## src/rtl/axis_pkg.sv

```systemverilog
// -----------------------------------------------------------------------------
// axis_pkg
// Shared definitions for the AXI-stream frame-length limiter.
//   state_t          : limiter FSM states (IDLE / XFER / DROP)
//   axis_*_bit/width : sideband packing of one beat as {tlast, tuser, tdata},
//                      the same word layout the upstream async FIFO stores.
// -----------------------------------------------------------------------------
package axis_pkg;

    typedef enum logic [1:0] {
        ST_IDLE = 2'd0,
        ST_XFER = 2'd1,
        ST_DROP = 2'd2
    } state_t;

    function automatic int axis_word_width(input int data_width);
        return data_width + 2;
    endfunction

    function automatic int axis_user_bit(input int data_width);
        return data_width;
    endfunction

    function automatic int axis_last_bit(input int data_width);
        return data_width + 1;
    endfunction

endpackage

```

## src/rtl/axis_skid_reg.sv

```systemverilog
// -----------------------------------------------------------------------------
// axis_skid_reg
// Registered 2-entry skid stage: a main (output) register plus a temp register
// that catches the one beat accepted in the cycle the output stalls. Both the
// output and the upstream ready are registered; 1 beat/cycle sustained.
// Ports:
//   clk, async_rst          : clock, asynchronous active-high reset
//   s_data_i/s_valid_i      : upstream beat
//   s_ready_o               : registered ready (= temp register empty)
//   m_data_o/m_valid_o      : downstream beat
//   m_ready_i               : downstream ready
// -----------------------------------------------------------------------------
module axis_skid_reg #(
    parameter int WIDTH = 10
) (
    input  logic             clk,
    input  logic             async_rst,
    input  logic [WIDTH-1:0] s_data_i,
    input  logic             s_valid_i,
    output logic             s_ready_o,
    output logic [WIDTH-1:0] m_data_o,
    output logic             m_valid_o,
    input  logic             m_ready_i
);

    logic [WIDTH-1:0] main_data_q, main_data_d;
    logic [WIDTH-1:0] tmp_data_q,  tmp_data_d;
    logic             main_valid_q, main_valid_d;
    logic             tmp_valid_q,  tmp_valid_d;
    logic             ready_q,      ready_d;
    logic             in_xfer;

    assign in_xfer = s_valid_i && ready_q;

    // NOTE: every _d gets its hold value first, so no path through this block
    // can leave a signal unassigned and infer a latch.
    always_comb begin
        main_data_d  = main_data_q;
        main_valid_d = main_valid_q;
        tmp_data_d   = tmp_data_q;
        tmp_valid_d  = tmp_valid_q;

        if (m_ready_i || !main_valid_q) begin
            // Main register is free this cycle: refill from temp first so
            // beat order is preserved; temp full implies ready_q was low.
            if (tmp_valid_q) begin
                main_data_d  = tmp_data_q;
                main_valid_d = 1'b1;
                tmp_valid_d  = 1'b0;
            end else begin
                main_valid_d = in_xfer;
                if (in_xfer) begin
                    main_data_d = s_data_i;
                end
            end
        end else if (in_xfer) begin
            // Output stalled but ready was already promised: park the beat.
            tmp_data_d  = s_data_i;
            tmp_valid_d = 1'b1;
        end

        ready_d = !tmp_valid_d;
    end

    // NOTE: the data registers are reset too because the output bus must read
    // zero during reset; they are flops, not a memory array.
    always_ff @(posedge clk or posedge async_rst) begin
        if (async_rst) begin
            main_data_q  <= '0;
            main_valid_q <= 1'b0;
            tmp_data_q   <= '0;
            tmp_valid_q  <= 1'b0;
            ready_q      <= 1'b0;
        end else begin
            main_data_q  <= main_data_d;
            main_valid_q <= main_valid_d;
            tmp_data_q   <= tmp_data_d;
            tmp_valid_q  <= tmp_valid_d;
            ready_q      <= ready_d;
        end
    end

    assign s_ready_o = ready_q;
    assign m_data_o  = main_data_q;
    assign m_valid_o = main_valid_q;

endmodule

```

## src/rtl/axis_frame_len_limit.sv

```systemverilog
// -----------------------------------------------------------------------------
// axis_frame_len_limit
// AXI-stream stage that caps frame length in beats. A frame longer than the
// limit is cut at the limit beat (forced tlast=1, tuser=1) and the remainder
// of the frame is consumed and discarded. Output goes through axis_skid_reg.
// Ports:
//   clk, async_rst       : clock, asynchronous active-high reset
//   max_len              : beat limit (0 = unlimited), latched at frame start
//   input_axis_*         : upstream AXI-stream (tdata/tvalid/tready/tlast/tuser)
//   output_axis_*        : downstream AXI-stream
//   frame_count          : frames whose tlast beat was accepted downstream
//   trunc_count          : frames truncated
//   busy                 : high while in XFER or DROP
// -----------------------------------------------------------------------------
module axis_frame_len_limit
    import axis_pkg::*;
#(
    parameter int DATA_WIDTH = 8,
    parameter int LEN_WIDTH  = 16,
    parameter int CNT_WIDTH  = 32
) (
    input  logic                  clk,
    input  logic                  async_rst,
    input  logic [LEN_WIDTH-1:0]  max_len,
    input  logic [DATA_WIDTH-1:0] input_axis_tdata,
    input  logic                  input_axis_tvalid,
    output logic                  input_axis_tready,
    input  logic                  input_axis_tlast,
    input  logic                  input_axis_tuser,
    output logic [DATA_WIDTH-1:0] output_axis_tdata,
    output logic                  output_axis_tvalid,
    input  logic                  output_axis_tready,
    output logic                  output_axis_tlast,
    output logic                  output_axis_tuser,
    output logic [CNT_WIDTH-1:0]  frame_count,
    output logic [CNT_WIDTH-1:0]  trunc_count,
    output logic                  busy
);

    localparam int WORD_W   = axis_word_width(DATA_WIDTH);
    localparam int USER_BIT = axis_user_bit(DATA_WIDTH);
    localparam int LAST_BIT = axis_last_bit(DATA_WIDTH);

    state_t               state_q, state_d;
    logic [LEN_WIDTH-1:0] lim_q, lim_d;
    logic [LEN_WIDTH-1:0] cnt_q, cnt_d;
    logic [CNT_WIDTH-1:0] frame_cnt_q, frame_cnt_d;
    logic [CNT_WIDTH-1:0] trunc_cnt_q, trunc_cnt_d;

    logic [LEN_WIDTH-1:0] lim_eff, cnt_eff;
    logic                 trunc_hit, beat_last, beat_user;
    logic                 skid_valid, skid_ready, fwd_xfer, out_last_xfer;
    logic [WORD_W-1:0]    skid_in, skid_out;

    // On a frame start the limit and count come from this beat, not from the
    // registers, so the check applies to beat 1 as well (lim=1 cuts at once).
    assign lim_eff   = (state_q == ST_IDLE) ? max_len : lim_q;
    assign cnt_eff   = (state_q == ST_IDLE) ? LEN_WIDTH'(1) : cnt_q + LEN_WIDTH'(1);
    assign trunc_hit = (lim_eff != '0) && (cnt_eff == lim_eff) && !input_axis_tlast;
    assign beat_last = input_axis_tlast | trunc_hit;
    assign beat_user = input_axis_tuser | trunc_hit;

    // In DROP nothing reaches the skid and upstream is drained unconditionally.
    assign skid_valid        = input_axis_tvalid && (state_q != ST_DROP);
    assign fwd_xfer          = skid_valid && skid_ready;
    assign input_axis_tready = (state_q == ST_DROP) || skid_ready;
    assign skid_in           = {beat_last, beat_user, input_axis_tdata};
    assign out_last_xfer     = output_axis_tvalid && output_axis_tready && output_axis_tlast;

    always_comb begin
        state_d     = state_q;
        lim_d       = lim_q;
        cnt_d       = cnt_q;
        frame_cnt_d = frame_cnt_q;
        trunc_cnt_d = trunc_cnt_q;

        case (state_q)
            ST_IDLE, ST_XFER: begin
                if (fwd_xfer) begin
                    lim_d = lim_eff;
                    cnt_d = cnt_eff;
                    if (trunc_hit) begin
                        state_d     = ST_DROP;
                        trunc_cnt_d = trunc_cnt_q + CNT_WIDTH'(1);
                    end else if (input_axis_tlast) begin
                        state_d = ST_IDLE;
                    end else begin
                        state_d = ST_XFER;
                    end
                end
            end
            ST_DROP: begin
                if (input_axis_tvalid && input_axis_tlast) begin
                    state_d = ST_IDLE;
                end
            end
            default: state_d = ST_IDLE;
        endcase

        if (out_last_xfer) begin
            frame_cnt_d = frame_cnt_q + CNT_WIDTH'(1);
        end
    end

    always_ff @(posedge clk or posedge async_rst) begin
        if (async_rst) begin
            state_q     <= ST_IDLE;
            lim_q       <= '0;
            cnt_q       <= '0;
            frame_cnt_q <= '0;
            trunc_cnt_q <= '0;
        end else begin
            state_q     <= state_d;
            lim_q       <= lim_d;
            cnt_q       <= cnt_d;
            frame_cnt_q <= frame_cnt_d;
            trunc_cnt_q <= trunc_cnt_d;
        end
    end

    axis_skid_reg #(
        .WIDTH (WORD_W)
    ) u_skid (
        .clk       (clk),
        .async_rst (async_rst),
        .s_data_i  (skid_in),
        .s_valid_i (skid_valid),
        .s_ready_o (skid_ready),
        .m_data_o  (skid_out),
        .m_valid_o (output_axis_tvalid),
        .m_ready_i (output_axis_tready)
    );

    assign output_axis_tdata = skid_out[DATA_WIDTH-1:0];
    assign output_axis_tuser = skid_out[USER_BIT];
    assign output_axis_tlast = skid_out[LAST_BIT];
    assign frame_count       = frame_cnt_q;
    assign trunc_count       = trunc_cnt_q;
    assign busy              = (state_q != ST_IDLE);

endmodule

```

## config.mk

```make
export PLATFORM = sky130hd
export DESIGN_NAME = axis_frame_len_limit
export DESIGN_NICKNAME = d
export VERILOG_FILES = /design/src/rtl/axis_pkg.sv /design/src/rtl/axis_skid_reg.sv /design/src/rtl/axis_frame_len_limit.sv
export SDC_FILE = /design/constraint.sdc
export NUM_CORES = 1
export LEC_CHECK = 0
export ABC_AREA = 1
export ABC_CLOCK_PERIOD_IN_PS = 5100
export CAP_MARGIN = 20
export CORE_UTILIZATION = 59
export DETAILED_ROUTE_END_ITERATION = 8
export GPL_ROUTABILITY_DRIVEN = 0
export PLACE_DENSITY = 0.86
export SYNTH_ARGS = -nofsm -noshare
export SYNTH_HDL_FRONTEND = slang
export SYNTH_HIERARCHICAL = 1
export SYNTH_SLANG_ARGS = --single-unit
```

## constraint.sdc

```tcl
create_clock -name clk -period 5.1 [get_ports clk]
set_clock_uncertainty 0.05 [all_clocks]
set_input_delay 0.765 -clock clk [delete_from_list [all_inputs] [get_ports clk]]
set_output_delay 0.765 -clock clk [all_outputs]
set_load 0.02 [all_outputs]
```

==> flow_summary.yaml <==
synthesis:
  postSynthCellCount: 927
  syn_area_per_cell_um2: 7.44
  ys_seq_area_share_pct: 43.9
  synth.area.top_cells: "dfrtp_1 44%, nand2_1 18%, inv_1 6.6%, nand3_1 5.2%, nand4_1 4.9%"
  async_flop_share_pct: 100
  syn-num-nets: 960
  ys_seq_elements: 121
  synth_area_leader_cell: "dfrtp_1"
  synthTopCellsByCount: "327 x nand2_1, 122 x inv_1, 121 x dfrtp_1, 72 x nand3_1"
  synth-edff-count: 0
  yosysUniqueCellTypes: 39
  ys_warn_count: 6
  yosysMostFrequentCell: "nand2_1"
  yosysTopAreaCellShare_pct: 43.9
  ys.flop_type: "dfrtp_1"
  synth_area_um2: 6900
clocking:
  post_cts_buffers: 0
  post_cts_resized: 0
  ctsHoldBuffers: 0
  cts_made_buffers: 17
  clock_latency_ps: 420
  cts_tree: "yes"
  cts.sinks: 121
  path_clk_slew_ps: 60
  htree_levels: 4
  cts_buffer_depth: 2
  clockRootBuffer: "clkbuf_16"
grt:
  use_met2_pct: 46.6
  antenna_found_initial: 0
  use_met1_pct: 38.3
  grt_use_met3_pct: 8.05
  gr-max-usage-layer: "met2"
  grt.total_usage_pct: 28.9
  grt_start_max_net_pins: 75
  grt_pass1_vias: 5754
  grt-ovfl-total: 0
  grt_first_pass_wirelength_mm: 27.0
routing:
  dr.pass1.iters: 5
  drtIter0Drc: 535
  dr_total_vias: 6316
  vias_per_cell: 5.35
  antenna_left: 0
  drt_wl_total_mm: 16.6
  drc_errors: 0
  wire_per_inst_um: 14.1
sta:
  period_minus_slack_ps: 3670
  hold_viol: 0
  grt_setup_unrepaired: "false"
  finalSetupViolCount: 0
  slew_viol_final: 0
  fin_tns_setup_ps: 0
  post-route-period-util_pct: 71.9
  tightest_slew_ps: 1070
  maxSlewHeadroom_pct: 28.9
  max_freq_mhz: 273
worst_setup_path:
  cp.arrival_ps: 3910
  crit_type: "flip-flop to flip-flop"
  cp_max_fo: 31
  critical_path.endpoint: "trunc_count[15]"
  timing.rr.end: "trunc_count[15]"
  required_ps: 5350
  r2r_cells: 15
  cp-start-kind: "flip-flop"
  critPathCaptureType: "flip-flop"
  r2r_slack_ps: 1430
  timing.rr.start: "state_q[1]"
  critPathLaunch: "state_q[1]"
min_path:
  hold_start: "u_skid/tmp_data_q[0]"
  min_path_type: "flip-flop to flip-flop"
floorplanning:
  fp.dieArea_um2: 12100
  rows: 39
  initial_core_util_pct: 60.4
  die_w_um: 110
  core_area_um2: 11400
  io_pins: 107
  die_h_um: 110
layout:
  register_area_um2: 3030
  nFillCells: 846
  drive_gt1_share_pct: 7.23
  multi_input_area_um2: 3160
  finalNetCount: 1059
  antennaDiodeCount: 0
  design_area_um2: 8580
  area_growth_pct: 24.4
power:
  vdd_drop_max_mv: 0.376
  cellLeakagePower_nw: 4.22
  powerDensity_nw_per_um2: 360
outcome:
  status: "completed"
place:
  io_buffers: 106
  place_area_um2: 7930
  dpl.hpwl_mm: 11.2
job:
  cap_violations: 0
[where the power goes]
group | leakage [nW] | internal, mW | switching [mW]
Combinational | 2.33 | 0.227 | 0.368
Clock | 0.311 | 0.888 | 0.442
Sequential | 1.58 | 1.08 | 0.0903
Total | 4.22 | 2.19 | 0.900
[logic make-up (layout without fill, tap and decap cells)]
| kind of cell | count (synthesis) | in the layout | share of synthesized area [%] |
|---|---|---|---|
| and+or+nand+nor | 558 | 558 | 36.5 |
| buffers and inverters | 157 | 268 | 10.4 |
| DFF | 121 | 121 | 43.9 |
| AOI/OAI and AO/OA | 52 | 52 | 4.08 |
| xor gates and xnor gates | 35 | 35 | 4.44 |
| adders and majority gates | 3 | 3 | 0.544 |
| muxes | 1 | 1 | 0.163 |
[worst max-delay path, cell delays in order, from the launching register on]
cell	delay (ps)
dfrtp_1	440
nor2_2	830
o21ai_0	360
nand2_1	150
nor2_1	50
nand2_1	60
nor2_1	40
nor2_1	70
nand2_1	70
nor2_2	90
nand3_2	120
nor2_4	510
buf_4	410
nand3_1	130
nand2_1	80
nand2_1	70
[worst min-delay path by stage]
stage	cells past startpoint	to
floorplan	2	u_skid/tmp_data_q[0]
global route	1	frame_count[31]
finish	2	u_skid/tmp_data_q[0]
detailed placement	2	u_skid/tmp_data_q[9]
global placement	2	u_skid/tmp_data_q[4]
CTS	2	u_skid/tmp_data_q[9]
[placed cells by master (no fill, tap or decap), types with 3 or more instances in the layout]
cell / count
clkdlybuf4s50_1: 106
o21ai_0: 37
nor2_1: 53
bufinv_16: 5
o21ai_1: 3
buf_4: 3
clkinv_2: 3
o21bai_1: 5
nand2_2: 9
a21oi_1: 3
ha_1: 3
nand2_1: 327
clkinvlp_4: 3
nand3_2: 3
nand3_1: 72
nand4_1: 54
inv_1: 121
nor4_1: 5
xnor2_1: 10
nor2_4: 4
nor3_2: 4
inv_2: 6
clkbuf_16: 17
xor2_1: 25
nor2_2: 5
nand2_4: 3
nor3_1: 11
dfrtp_1: 121
[layout make-up]
cell class | instances | share of cell area [%]
Inverter | 128 | 5.63
Multi-Input combinational cell | 649 | 36.8
Timing Repair Buffer | 109 | 12.6
Clock buffer | 19 | 5.28
Clock inverter | 12 | 2.29
Sequential cell | 121 | 35.3
Tap cell | 143 | 2.08
[per-layer routing]
layer | vias up | part of all wire (%)
met1 | 2963 | 45
met3 | 26 | 6.0
li1 | 3151 | -
met4 | 0 | 1.3
met2 | 176 | 48
met5 | - | 0
[flip-flops by register name, summed over array words and instances, names as in the netlist]
name                flops
cnt_q                  16
frame_count            32
lim_q                  16
state_q                 2
trunc_count            32
u_skid/m_data_o        10
u_skid/m_valid_o        1
u_skid/s_ready_o        1
u_skid/tmp_data_q      10
u_skid/tmp_valid_q      1
[metrics by stage]
stage	power, mW	cells	hold slack (ps)	utilization [%]	setup slack [ps]
floorplan	1.58	927	392	-	1720
global placement	1.75	1150	404	69.5	1690
detailed placement	1.76	1150	411	69.5	1580
CTS	3.10	1181	425	75.2	1510
global route	3.24	1181	441	75.2	1130
finish	3.09	1181	420	75.2	1430
Note: power is estimated with default switching activity, not from simulation.
